<file path="config.mk">
export PLATFORM = sky130hd
export DESIGN_NAME = div_ctrl_flat
export DESIGN_NICKNAME = d
export VERILOG_FILES = /design/src/rtl/div_ctrl_pkg.sv /design/src/rtl/div_ctrl_if.sv /design/src/rtl/div_step.sv /design/src/rtl/div_ctrl.sv /design/src/flat_wrapper.sv
export SDC_FILE = /design/constraint.sdc
export NUM_CORES = 1
export LEC_CHECK = 0
export CAP_MARGIN = 10
export CORE_MARGIN = 5
export CORE_UTILIZATION = 35
export CTS_BUF_LIST = sky130_fd_sc_hd__clkbuf_8
export DETAILED_ROUTE_END_ITERATION = 10
export GPL_ROUTABILITY_DRIVEN = 0
export REMOVE_ABC_BUFFERS = 1
export SETUP_SLACK_MARGIN = 0.4
export SLEW_MARGIN = 20
export SYNTH_ARGS = -nofsm -noshare
export SYNTH_HDL_FRONTEND = slang
export SYNTH_SLANG_ARGS = --single-unit
</file>
<file path="constraint.sdc">
create_clock -name clk -period 3.9 [get_ports clk]
set_input_delay 0.585 -clock clk [delete_from_list [all_inputs] [get_ports clk]]
set_output_delay 0.585 -clock clk [all_outputs]
set_load 0.005 [all_outputs]
</file>
<file path="src/rtl/div_ctrl_pkg.sv">
// Shared types and constants for the iterative divider controller.
// State encoding, iteration count and operand magnitude/sign helpers.
package div_ctrl_pkg;

    typedef enum logic [1:0] {
        StIdle = 2'd0,
        StBusy = 2'd1,
        StDone = 2'd2
    } div_state_e;

    localparam int unsigned DIV_ITERS = 32;
    localparam int unsigned DIV_CNT_W = 5;

    // Magnitude of a 32-bit operand; 0x80000000 maps onto itself, which is the correct
    // unsigned magnitude.
    function automatic logic [31:0] op_mag(input logic [31:0] v, input logic is_signed);
        return (is_signed && v[31]) ? (~v + 32'd1) : v;
    endfunction

    function automatic logic [31:0] cond_neg(input logic [31:0] v, input logic neg);
        return neg ? (~v + 32'd1) : v;
    endfunction

endpackage

</file>
<file path="src/rtl/div_ctrl_if.sv">
// Execute-stage divider handshake: operands and control in, stall/ready/result out.
interface div_ctrl_if;

    logic        div_startE;
    logic        div_signedE;
    logic [31:0] srcaE;
    logic [31:0] srcbE;
    logic        cancelE;
    logic        stall_divE;
    logic        div_readyE;
    logic [31:0] div_hiE;
    logic [31:0] div_loE;

    modport master (
        output div_startE, div_signedE, srcaE, srcbE, cancelE,
        input  stall_divE, div_readyE, div_hiE, div_loE
    );

    modport slave (
        input  div_startE, div_signedE, srcaE, srcbE, cancelE,
        output stall_divE, div_readyE, div_hiE, div_loE
    );

endinterface

</file>
<file path="src/rtl/div_step.sv">
// One restoring shift-subtract step of unsigned 32-bit division.
module div_step (
    input  logic [31:0] rem_i,
    input  logic [31:0] quo_i,
    input  logic [31:0] div_i,
    output logic [31:0] rem_o,
    output logic [31:0] quo_o
);

    logic [32:0] shifted;
    logic [32:0] diff;

    always_comb begin
        shifted = {rem_i, quo_i[31]};
        diff    = shifted - {1'b0, div_i};
        // No borrow means the shifted remainder was at least the divisor.
        if (!diff[32]) begin
            rem_o = diff[31:0];
            quo_o = {quo_i[30:0], 1'b1};
        end else begin
            rem_o = shifted[31:0];
            quo_o = {quo_i[30:0], 1'b0};
        end
    end

endmodule

</file>
<file path="src/rtl/div_ctrl.sv">
// Multi-cycle DIV/DIVU controller for the execute stage: 32 restoring steps on
// operand magnitudes, sign fix-up in DONE, stall/ready handshake to the hazard unit.
module div_ctrl
    import div_ctrl_pkg::*;
(
    input  logic       clk,
    input  logic       rst,
    div_ctrl_if.slave  bus
);

    localparam logic [DIV_CNT_W-1:0] CntLast = DIV_CNT_W'(DIV_ITERS - 1);

    div_state_e           state_q, state_d;
    logic [DIV_CNT_W-1:0] cnt_q, cnt_d;
    logic [31:0]          rem_q, rem_d;
    logic [31:0]          quo_q, quo_d;
    logic [31:0]          dvs_q, dvs_d;
    logic                 qsign_q, qsign_d;
    logic                 rsign_q, rsign_d;
    logic [31:0]          hi_q, hi_d;
    logic [31:0]          lo_q, lo_d;

    logic [31:0] step_rem;
    logic [31:0] step_quo;
    logic [31:0] hi_fix;
    logic [31:0] lo_fix;
    logic        stall;
    logic        ready;

    div_step u_step (
        .rem_i (rem_q),
        .quo_i (quo_q),
        .div_i (dvs_q),
        .rem_o (step_rem),
        .quo_o (step_quo)
    );

    assign hi_fix = cond_neg(rem_q, rsign_q);
    assign lo_fix = cond_neg(quo_q, qsign_q);

    always_comb begin
        state_d = state_q;
        cnt_d   = cnt_q;
        rem_d   = rem_q;
        quo_d   = quo_q;
        dvs_d   = dvs_q;
        qsign_d = qsign_q;
        rsign_d = rsign_q;
        hi_d    = hi_q;
        lo_d    = lo_q;
        stall   = 1'b0;
        ready   = 1'b0;

        unique case (state_q)
            StIdle: begin
                if (bus.div_startE) begin
                    stall = 1'b1;
                    if (!bus.cancelE) begin
                        cnt_d = '0;
                        rem_d = '0;
                        if (bus.srcbE != 32'd0) begin
                            quo_d   = op_mag(bus.srcaE, bus.div_signedE);
                            dvs_d   = op_mag(bus.srcbE, bus.div_signedE);
                            qsign_d = bus.div_signedE & (bus.srcaE[31] ^ bus.srcbE[31]);
                            rsign_d = bus.div_signedE & bus.srcaE[31];
                            state_d = StBusy;
                        end else begin
                            // Divide by zero: skip iteration and report hi=lo=0.
                            quo_d   = '0;
                            dvs_d   = '0;
                            qsign_d = 1'b0;
                            rsign_d = 1'b0;
                            state_d = StDone;
                        end
                    end
                end
            end
            StBusy: begin
                stall = 1'b1;
                rem_d = step_rem;
                quo_d = step_quo;
                cnt_d = cnt_q + 1'b1;
                if (cnt_q == CntLast) begin
                    state_d = StDone;
                end
            end
            StDone: begin
                ready   = 1'b1;
                hi_d    = hi_fix;
                lo_d    = lo_fix;
                state_d = StIdle;
            end
            default: begin
                state_d = StIdle;
            end
        endcase

        // A flushed instruction must neither stall nor commit a result.
        if (bus.cancelE) begin
            stall   = 1'b0;
            ready   = 1'b0;
            state_d = StIdle;
            hi_d    = hi_q;
            lo_d    = lo_q;
        end
    end

    always_ff @(posedge clk) begin
        if (rst) begin
            state_q <= StIdle;
            cnt_q   <= '0;
            rem_q   <= '0;
            quo_q   <= '0;
            dvs_q   <= '0;
            qsign_q <= 1'b0;
            rsign_q <= 1'b0;
            hi_q    <= '0;
            lo_q    <= '0;
        end else begin
            state_q <= state_d;
            cnt_q   <= cnt_d;
            rem_q   <= rem_d;
            quo_q   <= quo_d;
            dvs_q   <= dvs_d;
            qsign_q <= qsign_d;
            rsign_q <= rsign_d;
            hi_q    <= hi_d;
            lo_q    <= lo_d;
        end
    end

    assign bus.stall_divE = stall & ~rst;
    assign bus.div_readyE = ready & ~rst;
    // Result is visible in the DONE cycle so the pipeline can write HI/LO as it advances.
    assign bus.div_hiE    = bus.div_readyE ? hi_fix : hi_q;
    assign bus.div_loE    = bus.div_readyE ? lo_fix : lo_q;

endmodule

</file>
<file path="src/flat_wrapper.sv">
// flat-port wrapper written by rule: the top's interface ports become plain ports
module div_ctrl_flat import div_ctrl_pkg::*;
  (clk, rst, bus_div_startE, bus_div_signedE, bus_srcaE, bus_srcbE, bus_cancelE, bus_stall_divE, bus_div_readyE, bus_div_hiE, bus_div_loE);
  div_ctrl_if bus_i ();
  input  logic clk;
  input  logic rst;
  input wire logic [$bits(bus_i.div_startE)-1:0] bus_div_startE;
  input wire logic [$bits(bus_i.div_signedE)-1:0] bus_div_signedE;
  input wire logic [$bits(bus_i.srcaE)-1:0] bus_srcaE;
  input wire logic [$bits(bus_i.srcbE)-1:0] bus_srcbE;
  input wire logic [$bits(bus_i.cancelE)-1:0] bus_cancelE;
  output wire logic [$bits(bus_i.stall_divE)-1:0] bus_stall_divE;
  output wire logic [$bits(bus_i.div_readyE)-1:0] bus_div_readyE;
  output wire logic [$bits(bus_i.div_hiE)-1:0] bus_div_hiE;
  output wire logic [$bits(bus_i.div_loE)-1:0] bus_div_loE;
  assign bus_i.div_startE = bus_div_startE;
  assign bus_i.div_signedE = bus_div_signedE;
  assign bus_i.srcaE = bus_srcaE;
  assign bus_i.srcbE = bus_srcbE;
  assign bus_i.cancelE = bus_cancelE;
  assign bus_stall_divE = bus_i.stall_divE;
  assign bus_div_readyE = bus_i.div_readyE;
  assign bus_div_hiE = bus_i.div_hiE;
  assign bus_div_loE = bus_i.div_loE;
  div_ctrl u_core (.clk(clk), .rst(rst), .bus(bus_i));
endmodule
</file>
==> impl_metrics.py <==
metrics = {
    "logic_synthesis": {
        "yosys_most_used_dff": "dfxtp_1",
        "ys_warn_count": 0,
        "async_flop_share": 0,
        "synth_area_um2": 10800,
        "ys_seq_area_frac": 0.313,
        "synth.avg_cell_area_um2": 7.98,
        "ys_ff_latch": 169,
        "synth.most_common_cell": "dfxtp_1",
        "synthTopCellsByCount": "dfxtp_1 (169), nand2_1 (147), nor2_1 (144)",
        "yosys.area.top_type": "dfxtp_1",
        "syn_inst": 1353,
        "synth.area.top_cells": "dfxtp_1 (31%), a21o_1 (8.8%), xor2_1 (8.3%), o21ai_0 (5.6%), nand2_1 (5.1%)",
        "synth_edf_count": 0,
        "yosysTopAreaCellShare": 0.313,
        "synth.distinct_cells": 75,
    },
    "detailed_routing": {
        "firstDrtPassIters": 8,
        "wire_per_inst_um": 15.7,
        "drtIter0Drc": 838,
        "drt-total-wl_mm": 30.2,
        "post-route-drc-count": 0,
        "vias_per_cell": 5.29,
        "postRouteAntennaNets": 0,
        "vias": 10172,
    },
    "final_layout": {
        "areaGrowthSynthToFinish_pct": 27.5,
        "fin_area_um2": 13800,
        "nNetsFinal": 1620,
        "final_cells": 1922,
        "layout-drive-gt1-share": 0.149,
    },
    "sta": {
        "fmax_mhz": 263,
        "period_share": 0.977,
        "hold_viol_final": 0,
        "whs_ps": 446,
        "rsz0062_at_grt": "true",
        "worst_pin_slew_ps": 826,
        "setup_ws_ps": 91.6,
        "layout_min_cycle_time_ps": 3810,
        "slew_headroom": 0.449,
        "finalSetupViolations": 0,
        "fin_skew_ps": 11.3,
        "final_max_slew_viol_count": 0,
    },
    "floorplan": {
        "die_w_um": 186,
        "rows": 64,
        "die_y_um": 186,
        "initial_utilization": 0.354,
        "core-area_um2": 30500,
        "die_area_um2": 34500,
        "ios": 135,
    },
    "clocking": {
        "ctsHoldBuffers": 0,
        "clkSlewWorstSetupHoldPaths_ps": 110,
        "clkSinkCount": 169,
        "htreeDepth": 4,
        "cts_root_buf": "clkbuf_8",
        "cts_tree": "done",
        "clk_latency_ps": 470,
        "clk_path_buf_depth": 2,
        "cts_buffers": 17,
    },
    "grt": {
        "grt_pass1_wl_mm": 49.3,
        "grt_pass1_vias": 9608,
        "grt_max_degree": 71,
        "antenna_found_initial": 0,
        "overflow": 0,
        "grt_use_total": 0.173,
    },
    "power": {
        "power.leakage_nw": 6.44,
        "p_total_mw": 4.27,
        "peakVddDrop_uv": 177,
        "power.density_nw_per_um2": 310,
    },
    "critical_path": {
        "rrSetupSlack_ps": 710,
        "arrival_ps": 3220,
        "critPathTopFamily": "simple AND/OR/NAND/NOR gates",
        "cp-startpoint": "u_core.quo_q[6]",
        "cp.required_ps": 3310,
        "slowest_delay_ps": 560,
        "cp_slowest_cell": "or4_4",
        "rr_worst_depth": 11,
        "cp_num_buf_inv": 2,
        "criticalPathCategory": "reg -> out",
        "start_kind": "register",
        "cp_max_fo": 3,
        "r2r_end": "u_core.rem_q[29]",
        "cp_cell_sequence": "or4_4 > nor3_4 > buf_6 > nand4_1 > or2_4 > nand2b_4 > o21ai_1 > xor2_1 > nor2_1 > a21o_1 > dlygate4sd2_1",
        "endpoint_kind": "output pin",
        "rr_startpoint": "u_core.rem_q[18]",
    },
    "min_path": {
        "hp-start": "u_core.lo_q[29]",
        "hp-class": "reg -> reg",
        "whs_endpoint": "u_core.lo_q[29]",
        "hold_path_depth": 2,
    },
    "place": {
        "dp_hpwl_mm": 22.4,
        "dp.cells": 1847,
        "io_buffers": 134,
        "dp_slack_ps": 226,
        "dpl_cell_area_um2": 12700,
    },
    "run": {
        "maxCapViolCount": 0,
    },
    "run_status": {
        "status": "finished clean",
    },
}
==> through the flow <==
stage,util,setup TNS [ps]
2_1_floorplan,-,-13910
5_1_grt,0.451,-79.2
3_3_place_gp,0.415,0
6_report,0.451,0
3_5_place_dp,0.415,0
4_1_cts,0.442,-101
==> how the worst max path moves through the flow <==
stage / endpoint / slack (ps) / cells after the start
global route: bus_div_loE[28] / -30 / 11
floorplan: bus_div_loE[21] / -550 / 5
finish: bus_div_loE[28] / 90 / 11
CTS: bus_div_loE[31] / -60 / 11
detailed placement: u_core.quo_q[16] / 230 / 11
global placement: bus_div_loE[30] / 270 / 10
==> state kept, by name, indices dropped and copies added (netlist names) <==
name            flops
u_core.qsign_q      1
u_core.lo_q        32
u_core.hi_q        32
u_core.cnt_q        5
u_core.rsign_q      1
u_core.quo_q       32
u_core.dvs_q       32
u_core.rem_q       32
u_core.state_q      2
==> layer usage <==
| layer | vias to the layer above | track usage | part of all wire |
|---|---|---|---|
| met5 | - | 0 | 0 |
| li1 | 5166 | - | - |
| met1 | 4733 | 0.251 | 0.49 |
| met4 | 0 | 0.0423 | 0.012 |
| met2 | 246 | 0.265 | 0.44 |
| met3 | 27 | 0.0332 | 0.052 |
==> logic make-up after synthesis <==
family                   share of synthesized area
AO/OA/AOI/OAI                                0.280
buffers and inverters                       0.0416
adder cells (fa/ha/maj)                     0.0459
multiplexers                                0.0177
AND/OR/NAND/NOR                              0.187
flip-flops                                   0.313
XOR/XNOR                                     0.115
==> power breakdown <==
part	switching (mW)	internal [mW]	total [mW]
registers	0.0828	1.78	1.87
clock network	0.741	0.483	1.22
logic	0.624	0.556	1.18
==> worst reg2reg max path, stage by stage (launching register included) <==
cell      delay (ps)
dfxtp_2          330
buf_4            170
ha_1             390
a21oi_1          240
o21ai_0          180
a211oi_1         450
nand3_1          120
o221a_2          280
nor2_2           210
mux2_2           360
a22oi_1          230
nand3_1          110
==> cells in the final DEF, fill, tap and decap left out, types with 8 or more instances in the layout <==
| master | instances |
|---|---|
| buf_6 | 17 |
| clkbuf_8 | 18 |
| clkdlybuf4s50_1 | 102 |
| mux2i_1 | 18 |
| nor3_1 | 14 |
| or3_1 | 9 |
| buf_4 | 54 |
| xnor2_1 | 37 |
| o21ai_0 | 105 |
| nor2_1 | 138 |
| dfxtp_1 | 156 |
| a21oi_1 | 60 |
| o31ai_1 | 16 |
| buf_2 | 17 |
| o41ai_1 | 8 |
| ha_1 | 37 |
| nand3_1 | 9 |
| a222oi_1 | 25 |
| nand2_1 | 144 |
| inv_1 | 44 |
| xor2_1 | 101 |
| nor4_1 | 8 |
| o21ai_1 | 14 |
| a21o_1 | 127 |
| nand2b_1 | 12 |
==> repair_timing <==
action,4_1_cts,5_1_grt
setup buffers,30,12
endpoints found under the hold margin,0,0
gates resized for setup,159,50
setup endpoints to repair,34,40
pin swaps,47,51
==> cell type report <==
cell class / instances / area (um2)
fillers: 2988 / 16700
repair buffers: 209 / 1930
multi-input cells: 1070 / 7380
clock buffers: 18 / 248
inverters: 45 / 169
diodes: 1 / 2.50
well taps: 396 / 495
clock inverters: 14 / 128
flip-flops and latches: 169 / 3410
No activity file was read; power rests on OpenSTA's default activity.
